==> config.mk <==
export PLATFORM = sky130hd
export DESIGN_NAME = axi_txn_regulator
export DESIGN_NICKNAME = d
export VERILOG_FILES = /design/src/rtl/axi_txn_reg_pkg.sv /design/src/rtl/axi_txn_reg_port.sv /design/src/rtl/axi_txn_regulator.sv
export SDC_FILE = /design/constraint.sdc
export NUM_CORES = 1
export LEC_CHECK = 0
export BUFFER_PORTS_ARGS = -buffer_cell sky130_fd_sc_hd__buf_2
export CORE_AREA = 2 2 103 105
export CTS_BUF_LIST = sky130_fd_sc_hd__clkbuf_4 sky130_fd_sc_hd__clkbuf_8
export CTS_CLUSTER_SIZE = 25
export DETAILED_ROUTE_END_ITERATION = 10
export DIE_AREA = 0 0 105 107
export GPL_TIMING_DRIVEN = 0
export HOLD_SLACK_MARGIN = 0.02
export PLACE_DENSITY_LB_ADDON = 0.08
export SYNTH_ARGS = -nofsm -noshare
export SYNTH_HDL_FRONTEND = slang
export SYNTH_HIERARCHICAL = 1
export SYNTH_SLANG_ARGS = --single-unit
==> constraint.sdc <==
create_clock -name clk_i -period 2.6 [get_ports clk_i]
set_input_delay 0.52 -clock clk_i [delete_from_list [all_inputs] [get_ports clk_i]]
set_output_delay 0.52 -clock clk_i [all_outputs]
set_load 0.01 [all_outputs]
==> src/rtl/axi_txn_reg_pkg.sv <==
// Shared types for the per-port AXI transaction regulator.
// Drain FSM state encoding and the AXI error-response decode.
package axi_txn_reg_pkg;

   typedef enum logic [1:0] {
      ST_RUN     = 2'd0,
      ST_DRAIN   = 2'd1,
      ST_DRAINED = 2'd2
   } reg_state_e;

   localparam logic [1:0] RESP_OKAY   = 2'b00;
   localparam logic [1:0] RESP_EXOKAY = 2'b01;
   localparam logic [1:0] RESP_SLVERR = 2'b10;
   localparam logic [1:0] RESP_DECERR = 2'b11;

   // SLVERR and DECERR share the upper bit; OKAY/EXOKAY do not.
   function automatic logic resp_is_err(input logic [1:0] resp);
      return resp[1];
   endfunction

endpackage

==> src/rtl/axi_txn_reg_port.sv <==
// One regulated master port: outstanding rd/wr counters, drain FSM, error counter.
// Latency: AR/AW gating is combinational from registered state; counters/flags update next cycle.
// Backpressure: deasserts both valid and ready of AR/AW when at limit or not RUN; R/B never gated.
module axi_txn_reg_port
   import axi_txn_reg_pkg::*;
#(
   parameter int unsigned MaxRdTxns   = 4,
   parameter int unsigned MaxWrTxns   = 4,
   parameter int unsigned ErrCntWidth = 16,
   parameter int unsigned RdCntW      = $clog2(MaxRdTxns + 1),
   parameter int unsigned WrCntW      = $clog2(MaxWrTxns + 1)
) (
   input  logic                   clk_i,
   input  logic                   rst_ni,
   input  logic                   ar_valid_i,
   output logic                   ar_ready_o,
   output logic                   ar_valid_o,
   input  logic                   ar_ready_i,
   input  logic                   aw_valid_i,
   output logic                   aw_ready_o,
   output logic                   aw_valid_o,
   input  logic                   aw_ready_i,
   input  logic                   r_valid_i,
   input  logic                   r_ready_i,
   input  logic                   r_last_i,
   input  logic [1:0]             r_resp_i,
   input  logic                   b_valid_i,
   input  logic                   b_ready_i,
   input  logic [1:0]             b_resp_i,
   input  logic                   drain_req_i,
   output logic                   drain_ack_o,
   input  logic                   err_clr_i,
   output logic [RdCntW-1:0]      rd_cnt_o,
   output logic [WrCntW-1:0]      wr_cnt_o,
   output logic [ErrCntWidth-1:0] err_cnt_o,
   output logic                   underflow_o
);

   localparam logic [RdCntW-1:0] RD_MAX = RdCntW'(MaxRdTxns);
   localparam logic [WrCntW-1:0] WR_MAX = WrCntW'(MaxWrTxns);
   localparam logic [RdCntW-1:0] RD_ONE = RdCntW'(1);
   localparam logic [WrCntW-1:0] WR_ONE = WrCntW'(1);

   reg_state_e             state_q, state_d;
   logic [RdCntW-1:0]      rd_cnt_q, rd_cnt_d;
   logic [WrCntW-1:0]      wr_cnt_q, wr_cnt_d;
   logic [ErrCntWidth-1:0] err_cnt_q, err_cnt_d;
   logic [ErrCntWidth:0]   err_sum;
   logic [1:0]             err_inc;
   logic                   uf_q, uf_d;
   logic                   allow_rd, allow_wr;
   logic                   ar_hs, aw_hs, r_done, b_done;
   logic                   rd_uf, wr_uf;

   // Limit is taken on the registered count so a same-cycle retire cannot open the gate.
   assign allow_rd = (state_q == ST_RUN) && (rd_cnt_q < RD_MAX);
   assign allow_wr = (state_q == ST_RUN) && (wr_cnt_q < WR_MAX);

   assign ar_valid_o = ar_valid_i & allow_rd;
   assign ar_ready_o = ar_ready_i & allow_rd;
   assign aw_valid_o = aw_valid_i & allow_wr;
   assign aw_ready_o = aw_ready_i & allow_wr;

   assign ar_hs  = ar_valid_o & ar_ready_i;
   assign aw_hs  = aw_valid_o & aw_ready_i;
   assign r_done = r_valid_i & r_ready_i & r_last_i;
   assign b_done = b_valid_i & b_ready_i;

   always_comb begin
      rd_cnt_d = rd_cnt_q;
      rd_uf    = 1'b0;
      if (ar_hs && !r_done) begin
         rd_cnt_d = rd_cnt_q + RD_ONE;
      end else if (!ar_hs && r_done) begin
         if (rd_cnt_q == '0) rd_uf = 1'b1;
         else                rd_cnt_d = rd_cnt_q - RD_ONE;
      end
   end

   always_comb begin
      wr_cnt_d = wr_cnt_q;
      wr_uf    = 1'b0;
      if (aw_hs && !b_done) begin
         wr_cnt_d = wr_cnt_q + WR_ONE;
      end else if (!aw_hs && b_done) begin
         if (wr_cnt_q == '0) wr_uf = 1'b1;
         else                wr_cnt_d = wr_cnt_q - WR_ONE;
      end
   end

   always_comb begin
      state_d = state_q;
      unique case (state_q)
         ST_RUN: begin
            if (drain_req_i) state_d = ST_DRAIN;
         end
         ST_DRAIN: begin
            if (!drain_req_i)                             state_d = ST_RUN;
            else if (rd_cnt_q == '0 && wr_cnt_q == '0)    state_d = ST_DRAINED;
         end
         ST_DRAINED: begin
            if (!drain_req_i) state_d = ST_RUN;
         end
         default: state_d = ST_RUN;
      endcase
   end

   // Sum is one bit wider so a carry out signals saturation.
   always_comb begin
      err_inc   = {1'b0, r_done && resp_is_err(r_resp_i)} +
                  {1'b0, b_done && resp_is_err(b_resp_i)};
      err_sum   = {1'b0, err_cnt_q} + (ErrCntWidth + 1)'(err_inc);
      err_cnt_d = err_cnt_q;
      if (err_clr_i)                 err_cnt_d = '0;
      else if (err_sum[ErrCntWidth]) err_cnt_d = '1;
      else                           err_cnt_d = err_sum[ErrCntWidth-1:0];
      uf_d = err_clr_i ? 1'b0 : (uf_q | rd_uf | wr_uf);
   end

   always_ff @(posedge clk_i or negedge rst_ni) begin
      if (!rst_ni) begin
         state_q   <= ST_RUN;
         rd_cnt_q  <= '0;
         wr_cnt_q  <= '0;
         err_cnt_q <= '0;
         uf_q      <= 1'b0;
      end else begin
         state_q   <= state_d;
         rd_cnt_q  <= rd_cnt_d;
         wr_cnt_q  <= wr_cnt_d;
         err_cnt_q <= err_cnt_d;
         uf_q      <= uf_d;
      end
   end

   assign drain_ack_o = (state_q == ST_DRAINED);
   assign rd_cnt_o    = rd_cnt_q;
   assign wr_cnt_o    = wr_cnt_q;
   assign err_cnt_o   = err_cnt_q;
   assign underflow_o = uf_q;

endmodule

==> src/rtl/axi_txn_regulator.sv <==
// Per-master AXI outstanding-transaction regulator with drain handshake and error counting.
// Latency: zero-cycle AR/AW gating; status outputs are registered (one cycle).
// Backpressure: per-port AR/AW valid+ready masked at limit or while draining; payload untouched.
module axi_txn_regulator
   import axi_txn_reg_pkg::*;
#(
   parameter  int unsigned NumPorts    = 2,
   parameter  int unsigned MaxRdTxns   = 4,
   parameter  int unsigned MaxWrTxns   = 4,
   parameter  int unsigned ErrCntWidth = 16,
   localparam int unsigned RdCntW      = $clog2(MaxRdTxns + 1),
   localparam int unsigned WrCntW      = $clog2(MaxWrTxns + 1)
) (
   input  logic                            clk_i,
   input  logic                            rst_ni,
   input  logic [NumPorts-1:0]             ar_valid_i,
   output logic [NumPorts-1:0]             ar_ready_o,
   output logic [NumPorts-1:0]             ar_valid_o,
   input  logic [NumPorts-1:0]             ar_ready_i,
   input  logic [NumPorts-1:0]             aw_valid_i,
   output logic [NumPorts-1:0]             aw_ready_o,
   output logic [NumPorts-1:0]             aw_valid_o,
   input  logic [NumPorts-1:0]             aw_ready_i,
   input  logic [NumPorts-1:0]             r_valid_i,
   input  logic [NumPorts-1:0]             r_ready_i,
   input  logic [NumPorts-1:0]             r_last_i,
   input  logic [2*NumPorts-1:0]           r_resp_i,
   input  logic [NumPorts-1:0]             b_valid_i,
   input  logic [NumPorts-1:0]             b_ready_i,
   input  logic [2*NumPorts-1:0]           b_resp_i,
   input  logic [NumPorts-1:0]             drain_req_i,
   output logic [NumPorts-1:0]             drain_ack_o,
   input  logic [NumPorts-1:0]             err_clr_i,
   output logic [NumPorts*RdCntW-1:0]      rd_cnt_o,
   output logic [NumPorts*WrCntW-1:0]      wr_cnt_o,
   output logic [NumPorts*ErrCntWidth-1:0] err_cnt_o,
   output logic [NumPorts-1:0]             underflow_o
);

   // Ports are fully independent; no shared state or arbitration.
   for (genvar p = 0; p < NumPorts; p++) begin : g_port
      axi_txn_reg_port #(
         .MaxRdTxns   (MaxRdTxns),
         .MaxWrTxns   (MaxWrTxns),
         .ErrCntWidth (ErrCntWidth),
         .RdCntW      (RdCntW),
         .WrCntW      (WrCntW)
      ) u_port (
         .clk_i       (clk_i),
         .rst_ni      (rst_ni),
         .ar_valid_i  (ar_valid_i[p]),
         .ar_ready_o  (ar_ready_o[p]),
         .ar_valid_o  (ar_valid_o[p]),
         .ar_ready_i  (ar_ready_i[p]),
         .aw_valid_i  (aw_valid_i[p]),
         .aw_ready_o  (aw_ready_o[p]),
         .aw_valid_o  (aw_valid_o[p]),
         .aw_ready_i  (aw_ready_i[p]),
         .r_valid_i   (r_valid_i[p]),
         .r_ready_i   (r_ready_i[p]),
         .r_last_i    (r_last_i[p]),
         .r_resp_i    (r_resp_i[2*p +: 2]),
         .b_valid_i   (b_valid_i[p]),
         .b_ready_i   (b_ready_i[p]),
         .b_resp_i    (b_resp_i[2*p +: 2]),
         .drain_req_i (drain_req_i[p]),
         .drain_ack_o (drain_ack_o[p]),
         .err_clr_i   (err_clr_i[p]),
         .rd_cnt_o    (rd_cnt_o[p*RdCntW +: RdCntW]),
         .wr_cnt_o    (wr_cnt_o[p*WrCntW +: WrCntW]),
         .err_cnt_o   (err_cnt_o[p*ErrCntWidth +: ErrCntWidth]),
         .underflow_o (underflow_o[p])
      );
   end

endmodule

# Yosys cells after proc, flatten, opt, wreduce, memory -nomap -nowiden
# Cells that the tools add are included.
[totals]
register_bits = 50
out_inout_bits = 56
in_bits = 32
wordCells = 144
[classes]
reduce_logical = 42
eq_ne = 14
muxes = 40
bitwise_logic = 22
n_addsub = 12
n_lt_le_gt_ge = 4
[ops]
columns = ["cell", "count"]
rows = [
  ["two-way mux 16 bit", 4],
  ["two-way mux 3 bit", 12],
  ["adder 16 x 2 -> 17 bit", 2],
  ["bitwise AND 1 bit", 18],
  ["logical AND 1 bit", 18],
  ["two-way mux 2 bit", 8],
  ["two-way mux 1 bit", 14],
  ["adder 3 x 1 -> 3 bit, second input constant", 4],
  ["logical NOT 3 bit", 4],
  ["< comparator 3 bit, second input constant", 4],
  ["one-hot mux 2 bit (3 select lines)", 2],
  ["subtractor 3 x 1 -> 3 bit, second input constant", 4],
  ["logical NOT 1 bit", 8],
  ["!= test 2 x 1 -> 1 bit, second input constant", 4],
  ["!= test 2 bit, second input constant", 4],
  ["AND reduction 2 bit", 4],
  ["nonzero test 2 bit", 4],
  ["!= test 3 x 2 -> 1 bit, second input constant", 2],
  ["AND reduction 3 bit", 2],
  ["adder 1 x 1 -> 2 bit", 2],
  ["equality test 2 x 1 -> 1 bit, second input constant", 2],
  ["equality test 2 bit, second input constant", 2],
  ["logical NOT 2 bit", 2],
  ["bitwise OR 1 bit", 4],
]

# Longest topological paths before layout
# Gate-level depths: netlist of the first run.
[depth]
word_depth = 11
ltp_mapped = 10
depth_no_buf = 10

# By module
# Netlist of the first run, hierarchy kept.
[by_module_without_submodules]
columns = ["module", "area_each_um2", "cells_per_inst", "instances", "seq_area_each_um2"]
rows = [
  ["axi_txn_reg_port", 1487.7, 146, 2, 625.6],
]

# Worst setup path after synthesis of the first run
# Ideal clock, no wire load.
[synth_timing]
path_kind = "reg-to-reg"
from = "register g_port[0].u_port.rd_cnt_q[2]"
to = "register g_port[0].u_port.rd_cnt_q[2]"
setup_ps = 79
path_stages_with_launch = 10
arrival_ps = 2485
path_buffers = 0
setup_slack_ps = 36
synth_period_minus_slack_ps = 2564
required_time_ps = 2521
path_cell_list = "dfrtp_1 -> nor4b_1 -> nand2_1 -> inv_1 -> ha_1 -> inv_1 -> fa_1 -> or3_1 -> a21oi_1 -> xor2_1"
[synth_via]
elab_chain_len = 8
word_cells_on_any_way = 16
classes_between = "add/sub: 2; order compare: 1; eq/ne: 1; mux: 3; bitwise: 2; reduce/logical: 7"
[synth_lines]
columns = ["element", "line", "text"]
rows = [
  ["from (decl)", "axi_txn_reg_port.sv:45", "logic [RdCntW-1:0] rd_cnt_q, rd_cnt_d;"],
  ["from (signal assigned)", "axi_txn_reg_port.sv:129", "rd_cnt_q <= rd_cnt_d;"],
  ["< comparator 3 bit", "axi_txn_reg_port.sv:56", "assign allow_rd = (state_q == ST_RUN) && (rd_cnt_q < RD_MAX);"],
  ["logical AND 1 bit", "axi_txn_reg_port.sv:56", ""],
  ["bitwise AND 1 bit", "axi_txn_reg_port.sv:59", "assign ar_valid_o = ar_valid_i & allow_rd;"],
  ["bitwise AND 1 bit", "axi_txn_reg_port.sv:64", "assign ar_hs = ar_valid_o & ar_ready_i;"],
  ["logical NOT 1 bit", "axi_txn_reg_port.sv:74", "end else if (!ar_hs && r_done) begin"],
  ["logical AND 1 bit", "axi_txn_reg_port.sv:74", ""],
  ["nonzero test 2 bit (no source line)", "--", ""],
  ["AND reduction 2 bit (no source line)", "--", ""],
]
# Parallel ways exist; a longest one is shown, timed or not. The select of a mux whose other input is x is not followed.
# A chain may end at the register's enable or synchronous reset.

# Worst setup path in the final report of the first run
[layout_timing]
from = "register g_port[1].u_port.rd_cnt_q[2]"
to = "register g_port[1].u_port.rd_cnt_q[2]"
[layout_via]
elab_chain_len = 8
word_cells_on_any_way = 16
classes_between = "add/sub: 2; order compare: 1; eq/ne: 1; mux: 3; bitwise: 2; reduce/logical: 7"
[layout_lines]
columns = ["element", "line"]
rows = [
  ["from (decl)", "axi_txn_reg_port.sv:45"],
  ["from (signal assigned)", "axi_txn_reg_port.sv:129"],
  ["< comparator 3 bit", "axi_txn_reg_port.sv:56"],
  ["logical AND 1 bit", "axi_txn_reg_port.sv:56"],
  ["bitwise AND 1 bit", "axi_txn_reg_port.sv:59"],
  ["bitwise AND 1 bit", "axi_txn_reg_port.sv:64"],
  ["logical NOT 1 bit", "axi_txn_reg_port.sv:74"],
  ["logical AND 1 bit", "axi_txn_reg_port.sv:74"],
  ["nonzero test 2 bit (no source line)", "--"],
  ["AND reduction 2 bit (no source line)", "--"],
]
# Parallel ways exist; a longest one is shown, timed or not. The select of a mux whose other input is x is not followed.

==> metrics.md, run 1 <==
| Metric | Value |
|---|---|
| Starting density of the core | 29.48% |
| VDD IR max | 0.0002462 V |
| Synth warnings | 6 |
| Post-synth net total | 340 |
| Setup bufs post-CTS | 0 |
| Multiplexer share of the synthesized area | 1.430% |
| Clock sinks | 50 |
| Syn_area_per_cell | 10.19 um2 |
| Final WL | 7021 um |
| Seq pwr share | 47.3% |
| Post-synthesis xor/xnor area fraction | 7.653% |
| Via/cell ratio | 4.705 |
| Buf/Inv on CP | 2 |
| Drt first pass iters | 4 |
| Combinational fraction of design power | 27.6% |
| Maximum clock rate | 420.0 MHz |
| Die width | 105 um |
| Max-slew violation count | 0 |
| Worst-case clock buffer depth | 2 |
| Max Cap Violations | 0 |
| First DRT Iteration DRCs | 24 |
| CTS resizes | 0 |
| Vias in the first global route | 2406 |
| Synth Area in Adders | 8.242% |
| Slew @ Worst Pin | 0.3820 ns |
| Fill count | 1094 |
| Die area | 0.01124 mm2 |
| CTS clk-pin slew, worst paths | 0.10 ns |
| Max transition margin | 74.30% |
| Top-area cell type share of the netlist area | 42.05% |
| Post-Synth Simple-Gate Area | 25.74% |
| Clock power share | 25.1% |
| Multi-input logic area | 0.001627 mm2 |
| Synth Area in Compound Gates | 11.02% |
| Synth cell count leaders | dfrtp_1 (50), nand2_1 (28), nor2_1 (24) |
| Initial antenna violation count | 0 |
| Ys flop type | dfrtp_1 |
| CTS tree | built |
| Final Non-Filler Cells | 518 |
| Largest net degree at the start of global routing | 51 |
| Site Rows | 37 |
| Area delta synth->final | 24.26% |
| Min setup slack post-route | 0.2189 ns |
| Die Y | 107 um |
| Int Pwr | 1471 uW |
| Leakage | 0.001719 uW |
| CP most frequent cell | inv_1 |
| Core area | 0.01009 mm2 |
| Critical Path Max Stage Delay | 0.46 ns |
| DRT antenna net count | 0 |
| # hold bufs at CTS | 0 |
| Root buf cell | clkbuf_8 |
| Reg2Reg Capture Point | g_port[1].u_port/rd_cnt_o[2] |
| Pwr Total | 2241 uW |
| Nets | 429 |
| Hold Vio Cnt, Final | 0 |
| Tot GR Track Use | 12.99% |
| Cells after synthesis | 292 |
| PortBufs | 81 |
| Top cells by area, synth | dfrtp_1 (42%), a21oi_2 (5.9%), xnor2_1 (5.3%) |
| H-tree lvl count | 2 |
| FF/Latch Area | 0.001251 mm2 |
| Slowest cell on the critical path | dfrtp_1 |
| RSZ-0062 raised after global routing | false |
| First-pass GRT wire length | 11840 um |
| Endpoint class of the critical path | register |
| Post-detail-place hpwl | 5188 um |
| Critical path class | register to register |
| #FFs+latches synth | 50 |
| Async SR Flop Fraction | 100.0% |
| Delay-heaviest family, CP | simple AND/OR/NAND/NOR gates |
| Total vias in the final route | 2437 |
| PwrDens | 606.1 mW/mm2 |
| Dpl ws | -0.01270 ns |
| Most common cell in the synthesized netlist | dfrtp_1 |
| Io pins | 88 |
| Clock Skew | 0.01076 ns |
| Startpoint types | register |
| Critical path required time | 2.83 ns |
| CTS buffer count | 5 |
| Placed Cells | 509 |
| Post-synth EDFFs | 0 |
| CP max FO | 6 |
| Share of post-route cells with drive strength above 1 | 36.39% |
| Final worst path period share | 91.58% |
| Wirelength per Cell | 13.55 um |
| Fin crit period | 2.381 ns |
| Critical path arrival | 2.61 ns |
| Clock latency on the worst-skew pair | 0.31 ns |
| Setup-failing EPs final | 0 |
| Biggest area consumer among synthesized cells | dfrtp_1 |
| Final core utilization | 36.64% |
| Seq/Total Area, Yosys | 42.05% |
| Main combinational cell family by area after synthesis | simple AND/OR/NAND/NOR gates |
| DRC | 0 |
| Diode count | 0 |
| Reg2reg start | g_port[1].u_port/rd_cnt_o[2] |
| Sw power | 769.3 uW |
| Internal reg-to-reg setup slack | 0.22 ns |
| Routability cong. | 0.7703 |
| Worst hold path class | input port to async pin |
| Post-Syn Area | 0.002975 mm2 |
| Gr ovfl total | 0 |
| Yosys cell types | 37 |
| Worst-path cell chain | nor4b_2 > nand2_1 > inv_1 > ha_1 > inv_1 > fa_1 > or3_1 > a21oi_1 > xor2_1 |
| Outcome | completed |
| Sw Ratio | 34.33% |
| FF-to-FF path depth | 9 |
per-stage QoR:
step                hold WS (ns)  area (um2)  TNS (ns)
global placement          0.4937        3551  -0.02967
detailed placement        0.5028        3551  -0.07913
finish                    0.1199        3697         0
floorplan                 0.2244        2975         0
CTS                       0.4252        3660         0
global route              0.1253        3697         0
layout by cell type, fill, tap and decap left out, drive strengths merged, types with 4 or more instances in the layout:
cell / count
dfrtp: 50
inv: 18
xnor2: 18
nor2b: 6
nor4b: 4
or3: 4
and2: 8
a21oi: 30
xor2: 8
a211oi: 4
nor3: 12
nand2: 30
nor2: 24
nor4: 12
nand4: 10
nand3: 12
buf: 88
ha: 10
clkbuf: 5
and3: 4
fa: 6
logic make-up after synthesis:
group / count (synthesis)
AO/OA/AOI/OAI: 44
XOR/XNOR: 26
adder cells (fa/ha/maj): 16
buffers and inverters: 24
flip-flops: 50
multiplexers: 4
AND/OR/NAND/NOR: 128
worst max path at each step:
stage | start | cells past startpoint | to
floorplan | g_port[0].u_port/rd_cnt_o[2] | 9 | g_port[0].u_port/rd_cnt_o[2]
global placement | r_last_i[1] | 10 | g_port[1].u_port/err_cnt_o[3]
detailed placement | r_last_i[1] | 10 | g_port[1].u_port/err_cnt_o[8]
CTS | g_port[1].u_port/rd_cnt_o[2] | 9 | g_port[1].u_port/rd_cnt_o[2]
global route | g_port[1].u_port/wr_cnt_o[2] | 10 | g_port[1].u_port/wr_cnt_o[2]
finish | g_port[1].u_port/rd_cnt_o[2] | 9 | g_port[1].u_port/rd_cnt_o[2]
registers in the layout (all words and copies together), names as in the netlist:
register,cells
g_port.u_port/wr_cnt_o,6
g_port.u_port/rd_cnt_o,6
g_port.u_port/err_cnt_o,32
g_port.u_port/state_q,4
g_port.u_port/underflow_o,2
layout make-up:
| type | instances | area share, % |
|---|---|---|
| Buffer | 6 | 1.286 |
| Clock buffer | 5 | 1.861 |
| Clock inverter | 3 | 1.083 |
| Inverter | 18 | 1.827 |
| Multi-Input combinational cell | 218 | 43.99 |
| Sequential cell | 50 | 33.84 |
| Tap cell | 136 | 4.602 |
| Timing Repair Buffer | 82 | 11.51 |
metal layers:
metal | track usage (%) | up-vias | wire length, um
li1 | - | 1196 | -
met1 | 17.22 | 1180 | 3281
met2 | 21.66 | 54 | 3359
met3 | 2.736 | 7 | 308
met4 | 3.238 | 0 | 70
met5 | 0 | - | 0
power groups by stage:
stage	Combinational (uW)	Sequential (uW)	Clock (uW)
floorplan	346	1090	0
global placement	616	1070	0
detailed placement	628	1070	0
CTS	629	1060	589
global route	699	1100	621
finish	618	1060	562
(Power assumes the default switching activity.)
==> inputs of run 2 (changes only) <==
Settings changed: ABC_AREA set to 1, CORE_AREA 2 2 103 105 to 2 2 107 109, DIE_AREA 0 0 105 107 to 0 0 109 111.
==> metrics.md, run 2 <==
| Metric | Value |
|---|---|
| H-tree lvl count | 2 (unchanged) |
| Clock latency on the worst-skew pair | 0.31 ns (about the same) |
| # hold bufs at CTS | 0 (unchanged) |
| Placed Cells | 649 (was 509) |
| Worst-path cell chain | nor2_1 > nand2_1 > nor2_1 > nand2_1 > inv_1 > ha_1 > inv_1 > fa_1 > xnor2_1 > nand3_1 > xor2_1 (was nor4b_2 > nand2_1 > inv_1 > ha_1 > inv_1 > fa_1 > or3_1 > a21oi_1 > xor2_1) |
| Post-detail-place hpwl | 5906 um (was 5188 um) |
| Root buf cell | clkbuf_8 (unchanged) |
| Core area | 0.01108 mm2 (was 0.01009 mm2) |
| Critical Path Max Stage Delay | 0.41 ns (was 0.46 ns) |
| Max Cap Violations | 0 (unchanged) |
| Clock sinks | 50 (unchanged) |
| Hold Vio Cnt, Final | 0 (unchanged) |
| Worst hold path class | input port to register (was input port to async pin) |
| Final core utilization | 35.28% (was 36.64%) |
| Biggest area consumer among synthesized cells | dfrtp_1 (unchanged) |
| Final worst path period share | 81.68% (was 91.58%) |
| Site Rows | 39 (was 37) |
| Slowest cell on the critical path | dfrtp_1 (unchanged) |
| CTS buffer count | 5 (unchanged) |
| PortBufs | 83 (was 81) |
| Setup TNS | 0 ns (unchanged) |
| Die Y | 111 um (was 107 um) |
| Pwr Total | 2175 uW (was 2241 uW) |
| Total vias in the final route | 2851 (was 2437) |
| Clock Skew | 0.01577 ns (was 0.01076 ns) |
| Max FFs per register | 32 (unchanged) |
| Ys flop type | dfrtp_1 (unchanged) |
| Commonest cells after routing, fill and taps aside | nand2_1 (95), inv_1 (90), buf_2 (83) (was buf_2 (83), dfrtp_1 (50), nand2_1 (28)) |
| Share of post-route cells with drive strength above 1 | 21.98% (was 36.39%) |
| Worst-case clock buffer depth | 2 (unchanged) |
| Wirelength per Cell | 11.65 um (was 13.55 um) |
| Top-area cell type share of the netlist area | 38.88% (was 42.05%) |
| CTS resizes | 0 (unchanged) |
| Tot GR Track Use | 13.58% (was 12.99%) |
| Synth cell count leaders | nand2_1 (95), inv_1 (90), dfrtp_1 (50) (was dfrtp_1 (50), nand2_1 (28), nor2_1 (24)) |
| Diode count | 0 (unchanged) |
| Vias in the first global route | 2816 (was 2406) |
| Nets | 561 (was 429) |
| DRC | 0 (unchanged) |
| Setup bufs post-CTS | 0 (unchanged) |
| Via/cell ratio | 4.339 (was 4.705) |
| CTS tree | built (unchanged) |
| Post-synth EDFFs | 0 (unchanged) |
| Setup-failing EPs final | 0 (unchanged) |
| First DRT Iteration DRCs | 63 (was 24) |
| Die width | 109 um (was 105 um) |
| Drt first pass iters | 4 (unchanged) |
| Fill count | 1215 (was 1094) |
| Top cells by area, synth | dfrtp_1 (39%), nand2_1 (11%), inv_1 (10%) (was dfrtp_1 (42%), a21oi_2 (5.9%), xnor2_1 (5.3%)) |
| Dpl ws | 0.1310 ns (was -0.01270 ns) |
| RSZ-0062 raised after global routing | false (unchanged) |
| Final Non-Filler Cells | 657 (was 518) |
| Die area | 0.01210 mm2 (was 0.01124 mm2) |
| Routability cong. | 0.7214 (was 0.7703) |
| Cells after synthesis | 423 (was 292) |
| Largest net degree at the start of global routing | 51 (unchanged) |
| CTS clk-pin slew, worst paths | 0.10 ns (about the same) |
| Starting density of the core | 29.05% (was 29.48%) |
| CP max FO | 3 (was 6) |
| VDD IR max | 0.0002674 V (was 0.0002462 V) |
| Max-slew violation count | 0 (unchanged) |
| Synth warnings | 6 (unchanged) |
| Min setup slack post-route | 0.4763 ns (was 0.2189 ns) |
| Post-synth net total | 471 (was 340) |
| Syn_area_per_cell | 7.608 um2 (was 10.19 um2) |
| Gr ovfl total | 0 (unchanged) |
| Initial antenna violation count | 0 (unchanged) |
| DRT antenna net count | 0 (unchanged) |
| Area delta synth->final | 21.42% (was 24.26%) |
| Max transition margin | 21.35% (was 74.30%) |
| First-pass GRT wire length | 13130 um (was 11840 um) |
| Fin crit period | 2.124 ns (was 2.381 ns) |
| Async SR Flop Fraction | 100.0% (unchanged) |
| Critical path arrival | 2.32 ns (was 2.61 ns) |
| Critical path required time | 2.80 ns (was 2.83 ns) |
| Most common cell in the synthesized netlist | nand2_1 (was dfrtp_1) |
| Post-Syn Area | 0.003218 mm2 (was 0.002975 mm2) |
| Leakage | 0.002191 uW (was 0.001719 uW) |
| Maximum clock rate | 470.9 MHz (was 420.0 MHz) |
| #FFs+latches synth | 50 (unchanged) |
| Io pins | 88 (unchanged) |
| Seq/Total Area, Yosys | 38.88% (was 42.05%) |
| Most common cell after layout, fill and taps aside | nand2_1 (was buf_2) |
| Outcome | completed (unchanged) |
| PwrDens | 556.6 mW/mm2 (was 606.1 mW/mm2) |
| Final WL | 7653 um (was 7021 um) |
| Slew @ Worst Pin | 1.180 ns (was 0.3820 ns) |
| Critical path class | register to register (unchanged) |
| Yosys cell types | 21 (was 37) |
| Endpoint class of the critical path | register (unchanged) |
| Startpoint types | register (unchanged) |
run 2: cell types whose count changed after synthesis, moves of 6 or more:
cell	before	now
nor4_1	8	0
nand2_1	28	95
nand3_1	8	34
inv_1	18	90
nor2b_1	6	0
a21oi_1	10	22
nor2_1	24	45
and2_1	8	0
a21oi_2	20	0
nor2_4	0	6
nor2_2	0	8
run 2: final timing paths:
path                                              from                              to  slack, ns  cells past startpoint
max                        g_port[0].u_port/state_q[0]    g_port[0].u_port/wr_cnt_o[2]       0.48                     11
min                                       err_clr_i[1]  g_port[1].u_port/err_cnt_o[10]       0.37                      2
max reg2reg                g_port[0].u_port/state_q[0]    g_port[0].u_port/wr_cnt_o[2]       0.48                     11
min reg2reg                g_port[1].u_port/state_q[1]     g_port[1].u_port/state_q[0]       0.46                      1
max in group asynchronous                       rst_ni   g_port[0].u_port/err_cnt_o[3]       1.44                      1
min in group asynchronous                       rst_ni  g_port[1].u_port/err_cnt_o[12]       0.45                      1
run 2: logic make-up (layout without fill, tap and decap cells):
group | after synthesis | after routing | share of synthesized area (%)
AO/OA/AOI/OAI | 31 | 31 | 5.132
XOR/XNOR | 22 | 22 | 5.988
adder cells (fa/ha/maj) | 16 | 16 | 7.621
buffers and inverters | 92 | 183 | 10.73
flip-flops | 50 | 50 | 38.88
AND/OR/NAND/NOR | 212 | 212 | 31.65
run 2: power breakdown:
part	total, uW	leakage (uW)	internal [uW]	switching (uW)
clock network	504	0.0000517	226	278
logic	654	0.00147	284	370
registers	1020	0.000668	886	131
total	2180	0.00219	1400	779
run 2: cell type report:
class / count / area, um2 / area share (%)
Clock inverter: 1 / 5.005 / 0.1281
Sequential cell: 50 / 1251 / 32.02
Clock buffer: 7 / 90.09 / 2.305
Multi-Input combinational cell: 281 / 1622 / 41.50
Tap cell: 143 / 178.9 / 4.579
Inverter: 90 / 337.8 / 8.646
Timing Repair Buffer: 83 / 415.4 / 10.63
Buffer: 2 / 7.507 / 0.1921
run 2: per-stage QoR:
| stage | instance area (um2) | hold slack (ns) |
|---|---|---|
| 6_report | 3908 | 0.3723 |
| 5_1_grt | 3908 | 0.3565 |
| 4_1_cts | 3908 | 0.3612 |
| 3_5_place_dp | 3812 | 0.4544 |
| 3_3_place_gp | 3812 | 0.4372 |
| 2_1_floorplan | 3218 | 0.2244 |
run 2: critical path: cells and delay by family (launching register included):
| kind | cells | cell delay, ns |
|---|---|---|
| flip-flops | 1 | 0.41 |
| AND/OR/NAND/NOR | 5 | 0.64 |
| adder cells (fa/ha/maj) | 2 | 0.55 |
| buffers and inverters | 2 | 0.14 |
| XOR/XNOR | 2 | 0.29 |
run 2: layer usage:
layer  global-route usage, %  vias to the layer above  wire length [um]
met1                   17.78                     1307              3548
met4                   4.188                        0               126
met2                   22.15                       57              3616
li1                        -                     1477                 -
met3                   2.998                       10               361
met5                       0                        -                 0
==> inputs of run 3 (changes only) <==
Clock period 2.6 ns to 2.1 ns, I/O delays scaled along.
==> metrics.md, run 3 (synthesis gave the netlist of run 2 again) <==
| Metric | Value |
|---|---|
| Met2 WL post-DR | 3763 um (was 3616 um) |
| Commonest cells after routing, fill and taps aside | nand2_1 (92), inv_1 (90), buf_2 (83) (was nand2_1 (95), inv_1 (90), buf_2 (83)) |
| Startpoint types | register (unchanged) |
| Final WL | 7836 um (was 7653 um) |
| FF-to-FF path depth | 11 (unchanged) |
| Total vias in the final route | 2902 (was 2851) |
| CTS clk-pin slew, worst paths | 0.10 ns (about the same) |
| Hold_ws | 0.2716 ns (was 0.3723 ns) |
| Gr ovfl total | 0 (unchanged) |
| Diode count | 0 (unchanged) |
| RSZ-0062 raised after global routing | true (was false) |
| Die area | 0.01210 mm2 (unchanged) |
| Share of post-route cells with drive strength above 1 | 26.35% (was 21.98%) |
| Slowest cell on the critical path | dfrtp_1 (unchanged) |
| Max FFs per register | 32 (unchanged) |
| Root buf cell | clkbuf_8 (unchanged) |
| Worst hold path class | input port to register (unchanged) |
| Clock sinks | 50 (unchanged) |
| First-pass GRT wire length | 13140 um (was 13130 um) |
| Hold Vio Cnt, Final | 0 (unchanged) |
| Wirelength per Cell | 11.82 um (was 11.65 um) |
| Vias in the first global route | 2824 (was 2816) |
| Met1 Wirelength | 3587 um (was 3548 um) |
| VDD IR max | 0.0003357 V (was 0.0002674 V) |
| Delay-heaviest family, CP | simple AND/OR/NAND/NOR gates (unchanged) |
| Top layer in use | met4 (unchanged) |
| Fill count | 1226 (was 1215) |
| Routability cong. | 0.7214 (unchanged) |
| Buf/Inv on CP | 2 (unchanged) |
| Nets | 567 (was 561) |
| Slew @ Worst Pin | 1.189 ns (was 1.180 ns) |
| Setup-failing EPs final | 0 (unchanged) |
| Critical path class | register to register (unchanged) |
| Fin crit period | 2.070 ns (was 2.124 ns) |
| Area delta synth->final | 24.53% (was 21.42%) |
| Post-detail-place hpwl | 5906 um (unchanged) |
| Worst-case clock buffer depth | 2 (unchanged) |
| Multi-input logic area | 0.001677 mm2 (was 0.001622 mm2) |
| Largest net degree at the start of global routing | 51 (unchanged) |
| Critical path required time | 2.34 ns (was 2.80 ns) |
| Core area | 0.01108 mm2 (unchanged) |
| Drt first pass iters | 4 (unchanged) |
| Clock latency on the worst-skew pair | 0.31 ns (about the same) |
| PortBufs | 83 (unchanged) |
| CTS buffer count | 5 (unchanged) |
| Most common cell after layout, fill and taps aside | nand2_1 (unchanged) |
| Max-slew violation count | 0 (unchanged) |
| Worst-path cell chain | nor2_4 > nand2_1 > nor2_2 > nand2_2 > inv_1 > ha_2 > inv_1 > fa_1 > xor2_1 > nor2_1 > xor2_1 (was nor2_1 > nand2_1 > nor2_1 > nand2_1 > inv_1 > ha_1 > inv_1 > fa_1 > xnor2_1 > nand3_1 > xor2_1) |
| Critical path arrival | 2.31 ns (was 2.32 ns) |
| CP max FO | 3 (unchanged) |
| Min setup slack post-route | 0.02978 ns (was 0.4763 ns) |
| Maximum clock rate | 483.0 MHz (was 470.9 MHz) |
| Max Cap Violations | 0 (unchanged) |
| Via/cell ratio | 4.377 (was 4.339) |
| Outcome | completed (unchanged) |
| DRT antenna net count | 0 (unchanged) |
| Clock Skew | 0.01568 ns (was 0.01577 ns) |
| DRC | 0 (unchanged) |
| # hold bufs at CTS | 0 (unchanged) |
| Die Y | 111 um (unchanged) |
| Final worst path period share | 98.58% (was 81.68%) |
| First DRT Iteration DRCs | 92 (was 63) |
| Endpoint class of the critical path | register (unchanged) |
| Critical Path Max Stage Delay | 0.43 ns (was 0.41 ns) |
| Die width | 109 um (unchanged) |
| Met3 Routed Length | 360 um (was 361 um) |
| PwrDens | 682.5 mW/mm2 (was 556.6 mW/mm2) |
| Leakage | 0.002217 uW (was 0.002191 uW) |
| Tot GR Track Use | 13.59% (was 13.58%) |
| CTS tree | built (unchanged) |
| Dpl ws | -0.2690 ns (was 0.1310 ns) |
| Initial antenna violation count | 0 (unchanged) |
| Max transition margin | 20.74% (was 21.35%) |
| FF/Latch Area | 0.001251 mm2 (unchanged) |
| Io pins | 88 (unchanged) |
| H-tree lvl count | 2 (unchanged) |
| Starting density of the core | 29.05% (unchanged) |
| Site Rows | 39 (unchanged) |
| Critical path depth | 11 (unchanged) |
| Hold Path Depth | 2 (unchanged) |
[run 3: changes by cell type in the layout (fill, tap and decap cells not counted)]
cell     change
nand2_1      -3
fa_1         -3
nor3_1       -2
ha_2         +4
ha_1         -4
nor2_4       +1
nor2_1       -6
fa_2         +3
nand2_2      +3
nor2_2       +5
nor3_2       +2
buf_4        +6
[run 3: worst paths after layout]
| check | start | endpoint | slack [ns] |
|---|---|---|---|
| setup reg to reg | g_port[0].u_port/state_q[0] | g_port[0].u_port/rd_cnt_o[2] | 0.03 |
| max in group asynchronous | rst_ni | g_port[0].u_port/err_cnt_o[3] | 1.03 |
| setup / recovery | g_port[0].u_port/state_q[0] | g_port[0].u_port/rd_cnt_o[2] | 0.03 |
| min in group asynchronous | rst_ni | g_port[1].u_port/err_cnt_o[12] | 0.35 |
| hold reg to reg | g_port[0].u_port/rd_cnt_o[2] | g_port[0].u_port/rd_cnt_o[2] | 0.52 |
| hold / removal | err_clr_i[1] | g_port[1].u_port/err_cnt_o[10] | 0.27 |
[run 3: layout make-up]
| cell class | instances | share of cell area (%) |
|---|---|---|
| clock buffer | 7 | 2.248 |
| timing repair buffer | 89 | 11.49 |
| sequential | 50 | 31.22 |
| multi-input combinational | 281 | 41.84 |
| inverter | 90 | 8.430 |
| tap | 143 | 4.465 |
| clock inverter | 1 | 0.1249 |
| buffer | 2 | 0.1873 |
[run 3: repair_timing]
item | in CTS | in global routing
setup buffers | 1 | 5
setup endpoints to repair | 3 | 33
resized for setup | 2 | 17
pin swaps | 1 | 8
[run 3: report_power, final]
group          internal, uW  switching, uW
Sequential             1100            170
Clock                   280            345
Combinational           371            472
[run 3: worst reg2reg max path, cell delays in order, from the launching register on]
cell and delay, ns:
dfrtp_1 0.43, nor2_4 0.15, nand2_1 0.09, nor2_2 0.14, nand2_2 0.08, inv_1 0.07
ha_2 0.18, inv_1 0.07, fa_1 0.38, xor2_1 0.15, nor2_1 0.11, xor2_1 0.15
[run 3: stage by stage]
stage               TNS, ns  instance area (um2)  utilization (%)  std cells  power, uW
global route        -0.1698                 4008            36.18        663       2980
CTS                       0                 3920            35.39        658       2765
global placement     -6.762                 3812            34.42        649       2092
detailed placement   -6.713                 3812            34.42        649       2107
floorplan                 0                 3218                -        423       1781
finish                    0                 4008            36.18        663       2735
[run 3: routing by layer]
| metal | up-vias | global-route usage (%) |
|---|---|---|
| met3 | 10 | 2.998 |
| li1 | 1490 | - |
| met2 | 57 | 22.19 |
| met4 | 0 | 4.188 |
| met5 | - | 0 |
| met1 | 1345 | 17.78 |
